<file path="src/rtl/i2c_reg_sequencer_if.sv">
// Bundles the register-request/response handshake and the byte-level control link
// between the sequencer and the i2c master. clk_in/reset stay plain ports on the module.
interface i2c_reg_sequencer_if;
  // Request channel
  logic       req_valid;
  logic       req_ready;
  logic       req_write;
  logic [6:0] req_dev_addr;
  logic [7:0] req_reg_addr;
  logic [7:0] req_wdata;
  // Response channel
  logic       rsp_valid;
  logic       rsp_ready;
  logic [7:0] rsp_rdata;
  logic [1:0] rsp_err;
  // Control towards the i2c master
  logic       transfer_start;
  logic       transfer_continue;
  logic       mode;
  logic [7:0] data_tx;
  // Status from the i2c master
  logic       transfer_ready;
  logic       interrupt;
  logic       transaction_complete;
  logic       nack;
  logic [7:0] data_rx;
  logic       start_err;
  logic       arbitration_err;

  // Sequencer side: serves requests and drives the master's control inputs.
  modport slave (
    input  req_valid, req_write, req_dev_addr, req_reg_addr, req_wdata, rsp_ready,
    input  transfer_ready, interrupt, transaction_complete, nack, data_rx,
    input  start_err, arbitration_err,
    output req_ready, rsp_valid, rsp_rdata, rsp_err,
    output transfer_start, transfer_continue, mode, data_tx
  );

  // Environment side: the requester plus the i2c master itself.
  modport master (
    output req_valid, req_write, req_dev_addr, req_reg_addr, req_wdata, rsp_ready,
    output transfer_ready, interrupt, transaction_complete, nack, data_rx,
    output start_err, arbitration_err,
    input  req_ready, rsp_valid, rsp_rdata, rsp_err,
    input  transfer_start, transfer_continue, mode, data_tx
  );
endinterface

</file>
<file path="src/rtl/i2c_reg_sequencer.sv">
// i2c_reg_sequencer: turns one register read/write request into the i2c master's
// byte handshake (START dev+W, reg, [wdata | Sr dev+R, rdata], STOP), watches for
// NACK, bus errors and stalls, and returns exactly one response per accepted request.
module i2c_reg_sequencer #(
  parameter int unsigned TIMEOUT_CYCLES = 1000000
) (
  input logic               clk_in,
  input logic               reset,
  i2c_reg_sequencer_if.slave bus
);

  typedef enum logic [3:0] {
    S_SYNC,       // wait for an idle bus before serving requests
    S_IDLE,       // ready for a request
    S_ADDR_W,     // device address + W in flight
    S_REG,        // register address in flight
    S_WDATA,      // write data in flight
    S_ADDR_R,     // repeated START + device address + R in flight
    S_RDATA,      // read data in flight (master NACKs it)
    S_ABORT,      // slave NACKed: make the master issue STOP
    S_STOP_WAIT,  // wait for STOP and bus-free time
    S_TMO_WAIT,   // timed out: wait for the bus to release before responding
    S_RESP        // response presented until consumed
  } state_e;

  typedef enum logic [1:0] {
    ERR_OK      = 2'd0,
    ERR_NACK    = 2'd1,
    ERR_BUS     = 2'd2,
    ERR_TIMEOUT = 2'd3
  } err_e;

  localparam bit          TMO_EN   = (TIMEOUT_CYCLES != 0);
  localparam logic [31:0] TMO_LAST = 32'(TIMEOUT_CYCLES - 1);

  state_e      state_q, state_d;
  err_e        err_q, err_d;
  logic        write_q, write_d;
  logic [6:0]  dev_q, dev_d;
  logic [7:0]  reg_q, reg_d;
  logic [7:0]  wdata_q, wdata_d;
  logic [7:0]  rdata_q, rdata_d;
  logic [31:0] cnt_q, cnt_d;
  logic        ts_q, ts_d;
  logic        tc_q, tc_d;
  logic        mode_q, mode_d;
  logic [7:0]  data_tx_q, data_tx_d;

  logic active;
  logic bus_err;
  logic tmo_hit;

  assign active  = (state_q == S_ADDR_W) || (state_q == S_REG)   || (state_q == S_WDATA) ||
                   (state_q == S_ADDR_R) || (state_q == S_RDATA) || (state_q == S_ABORT) ||
                   (state_q == S_STOP_WAIT);
  assign bus_err = bus.start_err || bus.arbitration_err;
  // A bus that just became free in STOP_WAIT wins over a coincident expiry.
  assign tmo_hit = TMO_EN && active && (cnt_q == TMO_LAST) && !bus.interrupt &&
                   !((state_q == S_STOP_WAIT) && bus.transfer_ready);

  // Next-state, request latch, timeout counter and master-control updates.
  always_comb begin
    // NOTE: every *_d starts from its *_q, so no path leaves a variable unassigned (no latches).
    state_d   = state_q;
    err_d     = err_q;
    write_d   = write_q;
    dev_d     = dev_q;
    reg_d     = reg_q;
    wdata_d   = wdata_q;
    rdata_d   = rdata_q;
    cnt_d     = cnt_q;
    ts_d      = ts_q;
    tc_d      = tc_q;
    mode_d    = mode_q;
    data_tx_d = data_tx_q;

    // Inter-interrupt watchdog: saturates instead of wrapping.
    if (active) begin
      if (bus.interrupt) begin
        cnt_d = '0;
      end else if (cnt_q != TMO_LAST) begin
        cnt_d = cnt_q + 32'd1;
      end
    end

    unique case (state_q)
      S_SYNC: begin
        if (bus.transfer_ready) state_d = S_IDLE;
      end
      S_IDLE: begin
        if (bus.req_valid) begin
          write_d   = bus.req_write;
          dev_d     = bus.req_dev_addr;
          reg_d     = bus.req_reg_addr;
          wdata_d   = bus.req_wdata;
          rdata_d   = 8'h00;
          err_d     = ERR_OK;
          cnt_d     = '0;
          ts_d      = 1'b1;
          tc_d      = 1'b1;
          mode_d    = 1'b0;
          data_tx_d = {bus.req_dev_addr, 1'b0};
          state_d   = S_ADDR_W;
        end
      end
      S_ADDR_W: begin
        if (bus.transaction_complete) begin
          if (bus.nack) begin
            // Drop control now so the master sees a stop request on its next sample.
            ts_d    = 1'b0;
            tc_d    = 1'b0;
            err_d   = ERR_NACK;
            state_d = S_ABORT;
          end else begin
            ts_d      = 1'b0;
            tc_d      = 1'b1;
            data_tx_d = reg_q;
            state_d   = S_REG;
          end
        end
      end
      S_REG: begin
        if (bus.transaction_complete) begin
          if (bus.nack) begin
            ts_d    = 1'b0;
            tc_d    = 1'b0;
            err_d   = ERR_NACK;
            state_d = S_ABORT;
          end else if (write_q) begin
            data_tx_d = wdata_q;
            tc_d      = 1'b0;
            state_d   = S_WDATA;
          end else begin
            ts_d      = 1'b1;
            tc_d      = 1'b1;
            mode_d    = 1'b0;
            data_tx_d = {dev_q, 1'b1};
            state_d   = S_ADDR_R;
          end
        end
      end
      S_WDATA: begin
        if (bus.transaction_complete) begin
          ts_d    = 1'b0;
          err_d   = bus.nack ? ERR_NACK : ERR_OK;
          state_d = S_STOP_WAIT;
        end
      end
      S_ADDR_R: begin
        if (bus.transaction_complete) begin
          if (bus.nack) begin
            ts_d    = 1'b0;
            tc_d    = 1'b0;
            err_d   = ERR_NACK;
            state_d = S_ABORT;
          end else begin
            ts_d    = 1'b0;
            mode_d  = 1'b1;
            tc_d    = 1'b0;
            state_d = S_RDATA;
          end
        end
      end
      S_RDATA: begin
        if (bus.transaction_complete) begin
          rdata_d = bus.data_rx;
          ts_d    = 1'b0;
          err_d   = ERR_OK;
          state_d = S_STOP_WAIT;
        end
      end
      S_ABORT: begin
        ts_d    = 1'b0;
        tc_d    = 1'b0;
        state_d = S_STOP_WAIT;
      end
      S_STOP_WAIT: begin
        if (bus.transfer_ready) state_d = S_RESP;
      end
      S_TMO_WAIT: begin
        if (bus.transfer_ready) state_d = S_RESP;
      end
      S_RESP: begin
        if (bus.rsp_ready) state_d = S_IDLE;
      end
      default: state_d = S_SYNC;
    endcase

    // The master has already released the bus on these errors, so there is no STOP to wait for.
    if (active && bus_err) begin
      ts_d    = 1'b0;
      tc_d    = 1'b0;
      err_d   = ERR_BUS;
      state_d = S_RESP;
    end else if (tmo_hit) begin
      ts_d      = 1'b0;
      tc_d      = 1'b0;
      mode_d    = 1'b0;
      data_tx_d = 8'h00;
      err_d     = ERR_TIMEOUT;
      state_d   = S_TMO_WAIT;
    end
  end

  // State and datapath registers; reset clears everything the block drives.
  always_ff @(posedge clk_in) begin
    // NOTE: non-blocking assignments so every register samples the pre-edge values of the others.
    if (reset) begin
      state_q   <= S_SYNC;
      err_q     <= ERR_OK;
      write_q   <= 1'b0;
      dev_q     <= 7'h00;
      reg_q     <= 8'h00;
      wdata_q   <= 8'h00;
      rdata_q   <= 8'h00;
      cnt_q     <= '0;
      ts_q      <= 1'b0;
      tc_q      <= 1'b0;
      mode_q    <= 1'b0;
      data_tx_q <= 8'h00;
    end else begin
      state_q   <= state_d;
      err_q     <= err_d;
      write_q   <= write_d;
      dev_q     <= dev_d;
      reg_q     <= reg_d;
      wdata_q   <= wdata_d;
      rdata_q   <= rdata_d;
      cnt_q     <= cnt_d;
      ts_q      <= ts_d;
      tc_q      <= tc_d;
      mode_q    <= mode_d;
      data_tx_q <= data_tx_d;
    end
  end

  assign bus.req_ready         = (state_q == S_IDLE);
  assign bus.rsp_valid         = (state_q == S_RESP);
  assign bus.rsp_err           = err_q;
  assign bus.rsp_rdata         = (err_q == ERR_OK) ? rdata_q : 8'h00;
  assign bus.transfer_start    = ts_q;
  assign bus.transfer_continue = tc_q;
  assign bus.mode              = mode_q;
  assign bus.data_tx           = data_tx_q;

endmodule
</file>
<file path="src/flat_wrapper.sv">
// flat-port wrapper written by rule: the top's interface ports become plain ports
module i2c_reg_sequencer_flat 
#(
  parameter int unsigned TIMEOUT_CYCLES = 1000000
)
  (clk_in, reset, bus_req_valid, bus_req_write, bus_req_dev_addr, bus_req_reg_addr, bus_req_wdata, bus_rsp_ready, bus_transfer_ready, bus_interrupt, bus_transaction_complete, bus_nack, bus_data_rx, bus_start_err, bus_arbitration_err, bus_req_ready, bus_rsp_valid, bus_rsp_rdata, bus_rsp_err, bus_transfer_start, bus_transfer_continue, bus_mode, bus_data_tx);
  i2c_reg_sequencer_if bus_i ();
  input logic clk_in;
  input logic reset;
  input wire logic [$bits(bus_i.req_valid)-1:0] bus_req_valid;
  input wire logic [$bits(bus_i.req_write)-1:0] bus_req_write;
  input wire logic [$bits(bus_i.req_dev_addr)-1:0] bus_req_dev_addr;
  input wire logic [$bits(bus_i.req_reg_addr)-1:0] bus_req_reg_addr;
  input wire logic [$bits(bus_i.req_wdata)-1:0] bus_req_wdata;
  input wire logic [$bits(bus_i.rsp_ready)-1:0] bus_rsp_ready;
  input wire logic [$bits(bus_i.transfer_ready)-1:0] bus_transfer_ready;
  input wire logic [$bits(bus_i.interrupt)-1:0] bus_interrupt;
  input wire logic [$bits(bus_i.transaction_complete)-1:0] bus_transaction_complete;
  input wire logic [$bits(bus_i.nack)-1:0] bus_nack;
  input wire logic [$bits(bus_i.data_rx)-1:0] bus_data_rx;
  input wire logic [$bits(bus_i.start_err)-1:0] bus_start_err;
  input wire logic [$bits(bus_i.arbitration_err)-1:0] bus_arbitration_err;
  output wire logic [$bits(bus_i.req_ready)-1:0] bus_req_ready;
  output wire logic [$bits(bus_i.rsp_valid)-1:0] bus_rsp_valid;
  output wire logic [$bits(bus_i.rsp_rdata)-1:0] bus_rsp_rdata;
  output wire logic [$bits(bus_i.rsp_err)-1:0] bus_rsp_err;
  output wire logic [$bits(bus_i.transfer_start)-1:0] bus_transfer_start;
  output wire logic [$bits(bus_i.transfer_continue)-1:0] bus_transfer_continue;
  output wire logic [$bits(bus_i.mode)-1:0] bus_mode;
  output wire logic [$bits(bus_i.data_tx)-1:0] bus_data_tx;
  assign bus_i.req_valid = bus_req_valid;
  assign bus_i.req_write = bus_req_write;
  assign bus_i.req_dev_addr = bus_req_dev_addr;
  assign bus_i.req_reg_addr = bus_req_reg_addr;
  assign bus_i.req_wdata = bus_req_wdata;
  assign bus_i.rsp_ready = bus_rsp_ready;
  assign bus_i.transfer_ready = bus_transfer_ready;
  assign bus_i.interrupt = bus_interrupt;
  assign bus_i.transaction_complete = bus_transaction_complete;
  assign bus_i.nack = bus_nack;
  assign bus_i.data_rx = bus_data_rx;
  assign bus_i.start_err = bus_start_err;
  assign bus_i.arbitration_err = bus_arbitration_err;
  assign bus_req_ready = bus_i.req_ready;
  assign bus_rsp_valid = bus_i.rsp_valid;
  assign bus_rsp_rdata = bus_i.rsp_rdata;
  assign bus_rsp_err = bus_i.rsp_err;
  assign bus_transfer_start = bus_i.transfer_start;
  assign bus_transfer_continue = bus_i.transfer_continue;
  assign bus_mode = bus_i.mode;
  assign bus_data_tx = bus_i.data_tx;
  i2c_reg_sequencer #(.TIMEOUT_CYCLES(TIMEOUT_CYCLES)) u_core (.clk_in(clk_in), .reset(reset), .bus(bus_i));
endmodule
</file>
<file path="config.mk">
export PLATFORM = sky130hd
export DESIGN_NAME = i2c_reg_sequencer_flat
export DESIGN_NICKNAME = d
export VERILOG_FILES = /design/src/rtl/i2c_reg_sequencer_if.sv /design/src/rtl/i2c_reg_sequencer.sv /design/src/flat_wrapper.sv
export SDC_FILE = /design/constraint.sdc
export NUM_CORES = 1
export LEC_CHECK = 0
export CAP_MARGIN = 10
export CORE_MARGIN = 2
export CORE_UTILIZATION = 45
export CTS_CLUSTER_SIZE = 25
export DETAILED_ROUTE_END_ITERATION = 10
export PLACE_DENSITY = 0.78
export SETUP_SLACK_MARGIN = 0.3
export SYNTH_ARGS = -nofsm -noshare
export SYNTH_HDL_FRONTEND = slang
export SYNTH_SLANG_ARGS = --single-unit
</file>
<file path="constraint.sdc">
create_clock -name clk_in -period 2.55 [get_ports clk_in]
set_clock_uncertainty 0.2 [all_clocks]
set_input_delay 0.3825 -clock clk_in [delete_from_list [all_inputs] [get_ports clk_in]]
set_output_delay 0.3825 -clock clk_in [all_outputs]
set_load 0.02 [all_outputs]
</file>
==> key figures <==
Setup path
  • Critical Path, Cell by Cell: nor4b_4 -> o211ai_1 -> or2_1 -> or4_1 -> a21oi_1
  • Crit Path Class: reg -> reg
  • Slowest cell on crit path: or4_1
  • Data required time of the worst path: approximately 2.6 ns
  • CP Launch Type: flop
  • CP endpoint kind: flop
  • Crit path DAT: 2.27 ns
  • Crit-path max cell delay: ~0.43 ns
  • Crit-path max FO: 11

Power
  • Combinational Power Share: between 30 and 40%
  • Seq pwr share: ~39%
  • IR drop worst, VDD: 0.334 mV
  • NetSw: about 1400 µW
  • Tot Pwr: around 4000 µW
  • Pwr dens: 726 nW/µm²
  • Pleak: ~0.002 µW
  • Switching Share: between 30% and 40%
  • Clock share of power: 28.1%
  • Pint: ~2500 µW

Final layout
  • Commonest non-fill, non-tap cells in the layout: 78 x nand2_1, 77 x dfxtp_1, 64 x a21oi_1, 54 x clkdlybuf4s50_1, 30 x nor2_1
  • Share of cells above drive strength 1: 10.2%
  • N_diodes: 0
  • Area Growth Syn to Fin: 26.4%
  • Most common cell after layout, fill and taps aside: nand2_1
  • Util after Layout: 58.5%
  • Layout Nets: ~640
  • Cell Count, Final, Fillers Out: approximately 700

Synth
  • Top post-synthesis cells by area: dfxtp_1 38%, a21oi_1 7.5%, nand2_1 6.9%, mux2i_1 3.5%, nor2_1 2.9%
  • Post-Synthesis Cells: ~540
  • Synth Flop Type: dfxtp_1
  • Synth Area in Simple Gates: between 30% and 40%
  • Area leader, netlist: dfxtp_1
  • Largest family of logic cells by synthesized area: simple AND/OR/NAND/NOR gates
  • Synth Area in XOR/XNOR: 2.47%
  • Synth cell types: between 60 and 70
  • Syn avg cell area: ~8 µm²
  • Number of flops mapped to enable cells by yosys: 0
  • Syn Nets: between 500 and 600
  • Post-synthesis adder-cell area fraction: less than 1%
  • Post-synthesis mux area share: under 10%
  • Synth Register Bits: 81
  • Sequential cell area fraction in the yosys report: 38.1%
  • Compound-Gate Fraction of Synth Area: about a fifth
  • Ys async rst share: 0%
  • Synth warn: 0
  • Syn Std Cell Area: 4260 µm²
  • Top-area cell type share of the netlist area: 38.1%

Clocking
  • Cts bufs inserted: 9
  • CTS tree: done
  • Skew-Pair Late Insertion Delay: about 0.35 ns
  • Root buf cell: clkbuf_8
  • Clock buffer depth: 2
  • # hold bufs at CTS: 0
  • H-tree Lvls: 3
  • # clock sinks: 81
  • CTS clk-pin slew, worst paths: 0.10 ns

Placement
  • DP Wirelength: 7.59 mm
  • Cell count after placement: 700
  • Final Wtd Congestion: 0.869
  • PortBufs: 64
  • DP Worst Slack: between 0.15 and 0.2 ns

Global routing
  • Total Routing Usage GR: roughly a fifth
  • Initial antenna violation count: 0
  • Largest net degree at the start of global routing: 35
  • GRT overflow: 0
  • First-pass GRT wire length: about 17 mm
  • Vias in the first global route: about 3700

Floorplan
  • Die Wd: roughly 100 µm
  • DIE AREA: around 10000 µm²
  • # rows: 35
  • Die Height: 101 µm
  • Core footprint: just over 9000 µm²
  • Io pins: 65
  • Starting density of the core: a little under half

Drt
  • Number of remaining DRC errors: 0
  • Drt pass-1 iters: 5
  • Routed WL: about 11 mm
  • Iter 0 DRT Violations: ~250
  • Mean routed wirelength per cell: 15.1 µm
  • Via Count: 4200
  • Post-detailed-route count of antenna-violating nets: 0
  • Vias per inst: ~5.9

STA
  • Final setup violation count: 0
  • Max Clk Rate: around 0.46 GHz
  • Final setup TNS: 0 ns
  • Tcrit/Tclk final: between 80 and 90%
  • Slew @ Worst Pin: 0.594 ns
  • Relative slew slack: 60.4%
  • RSZ-0062 raised after global routing: no
  • Crit path time final: between 2 and 2.5 ns
  • Pins Over Slew Limit: 0
  • Fin. Hold Viols: 0
  • Final worst setup slack: between 0.3 and 0.4 ns

Hold path
  • Worst hold path type: reg -> reg

Run status
  • Status: completed

Run
  • Max Cap Viol: 0
## layout make-up
| cell class | instances | area (µm²) |
|---|---|---|
| clock buffers | 9 | 124 |
| flip-flops and latches | 81 | 1630 |
| repair buffers | 88 | 863 |
| fillers | 805 | 3810 |
| multi-input cells | 411 | 2480 |
| inverters | 10 | 37.5 |
| well taps | 111 | 139 |
| clock inverters | 7 | 106 |
## layer usage
layer / vias up / wire length, µm / GRT usage (%)
met5: - / 0 / 0
met4: 0 / 180 / 7.48
met3: 19 / 539 / 3.66
met2: 129 / 5330 / 34.1
met1: 1988 / 4780 / 27.6
li1: 2064 / - / -
## worst paths after layout
check / slack [ns] / end / startpoint / depth (start not counted)
max: 0.36 / u_core.cnt_q[29] / u_core.state_q[0] / 5
min: 0.26 / u_core.dev_q[4] / u_core.dev_q[4] / 2
max reg2reg: 0.36 / u_core.cnt_q[29] / u_core.state_q[0] / 5
min reg2reg: 0.26 / u_core.dev_q[4] / u_core.dev_q[4] / 2
## kinds of logic after synthesis
group	after synthesis
simple gates	243
compound gates	139
flops	81
buf+inv	44
mux	16
xor+xnor	12
fa+ha+maj	1
## sequential cells by signal, summed over array words and instances (netlist names)
signal / count
u_core.bus.data_tx: 8
u_core.bus.mode: 1
u_core.bus.rsp_err: 2
u_core.bus.transfer_continue: 1
u_core.bus.transfer_start: 1
u_core.cnt_q: 32
u_core.dev_q: 7
u_core.rdata_q: 8
u_core.reg_q: 8
u_core.state_q: 4
u_core.wdata_q: 8
u_core.write_q: 1
## cells in the mapped netlist (14+ instances only)
cell	instances
o21ai_0	14
nand2b_1	16
nor3_1	14
and2_1	14
mux2i_1	15
dfxtp_1	81
nand2_1	78
a21oi_1	64
nand3_1	20
nor2_1	33
clkbuf_1	18
## critical path: cells and delay by family (launching register included)
kind | cells | cell delay (ns)
AND/OR/NAND/NOR | 3 | 1.15
flip-flops | 1 | 0.40
AO/OA/AOI/OAI | 2 | 0.38
## through the flow
step | instance area [µm²] | hold slack, ns
5_1_grt | 5380 | 0.284
3_3_place_gp | 5080 | 0.242
2_1_floorplan | 4260 | 0.236
3_5_place_dp | 5080 | 0.246
6_report | 5380 | 0.259
4_1_cts | 5320 | 0.260
## power by group through the flow
stage / Clock, µW / Combinational (µW) / Sequential (µW)
2_1_floorplan: 0 / 823 / 1510
3_3_place_gp: 0 / 1240 / 1520
3_5_place_dp: 0 / 1260 / 1520
4_1_cts: 1110 / 1280 / 1500
5_1_grt: 1170 / 1420 / 1530
6_report: 1100 / 1300 / 1510
## timing repair
item	4_1_cts	5_1_grt
buffers inserted	1	0
pin swaps	1	2
setup endpoints to repair	22	35
resized for setup	7	23
(Power assumes the default switching activity.)
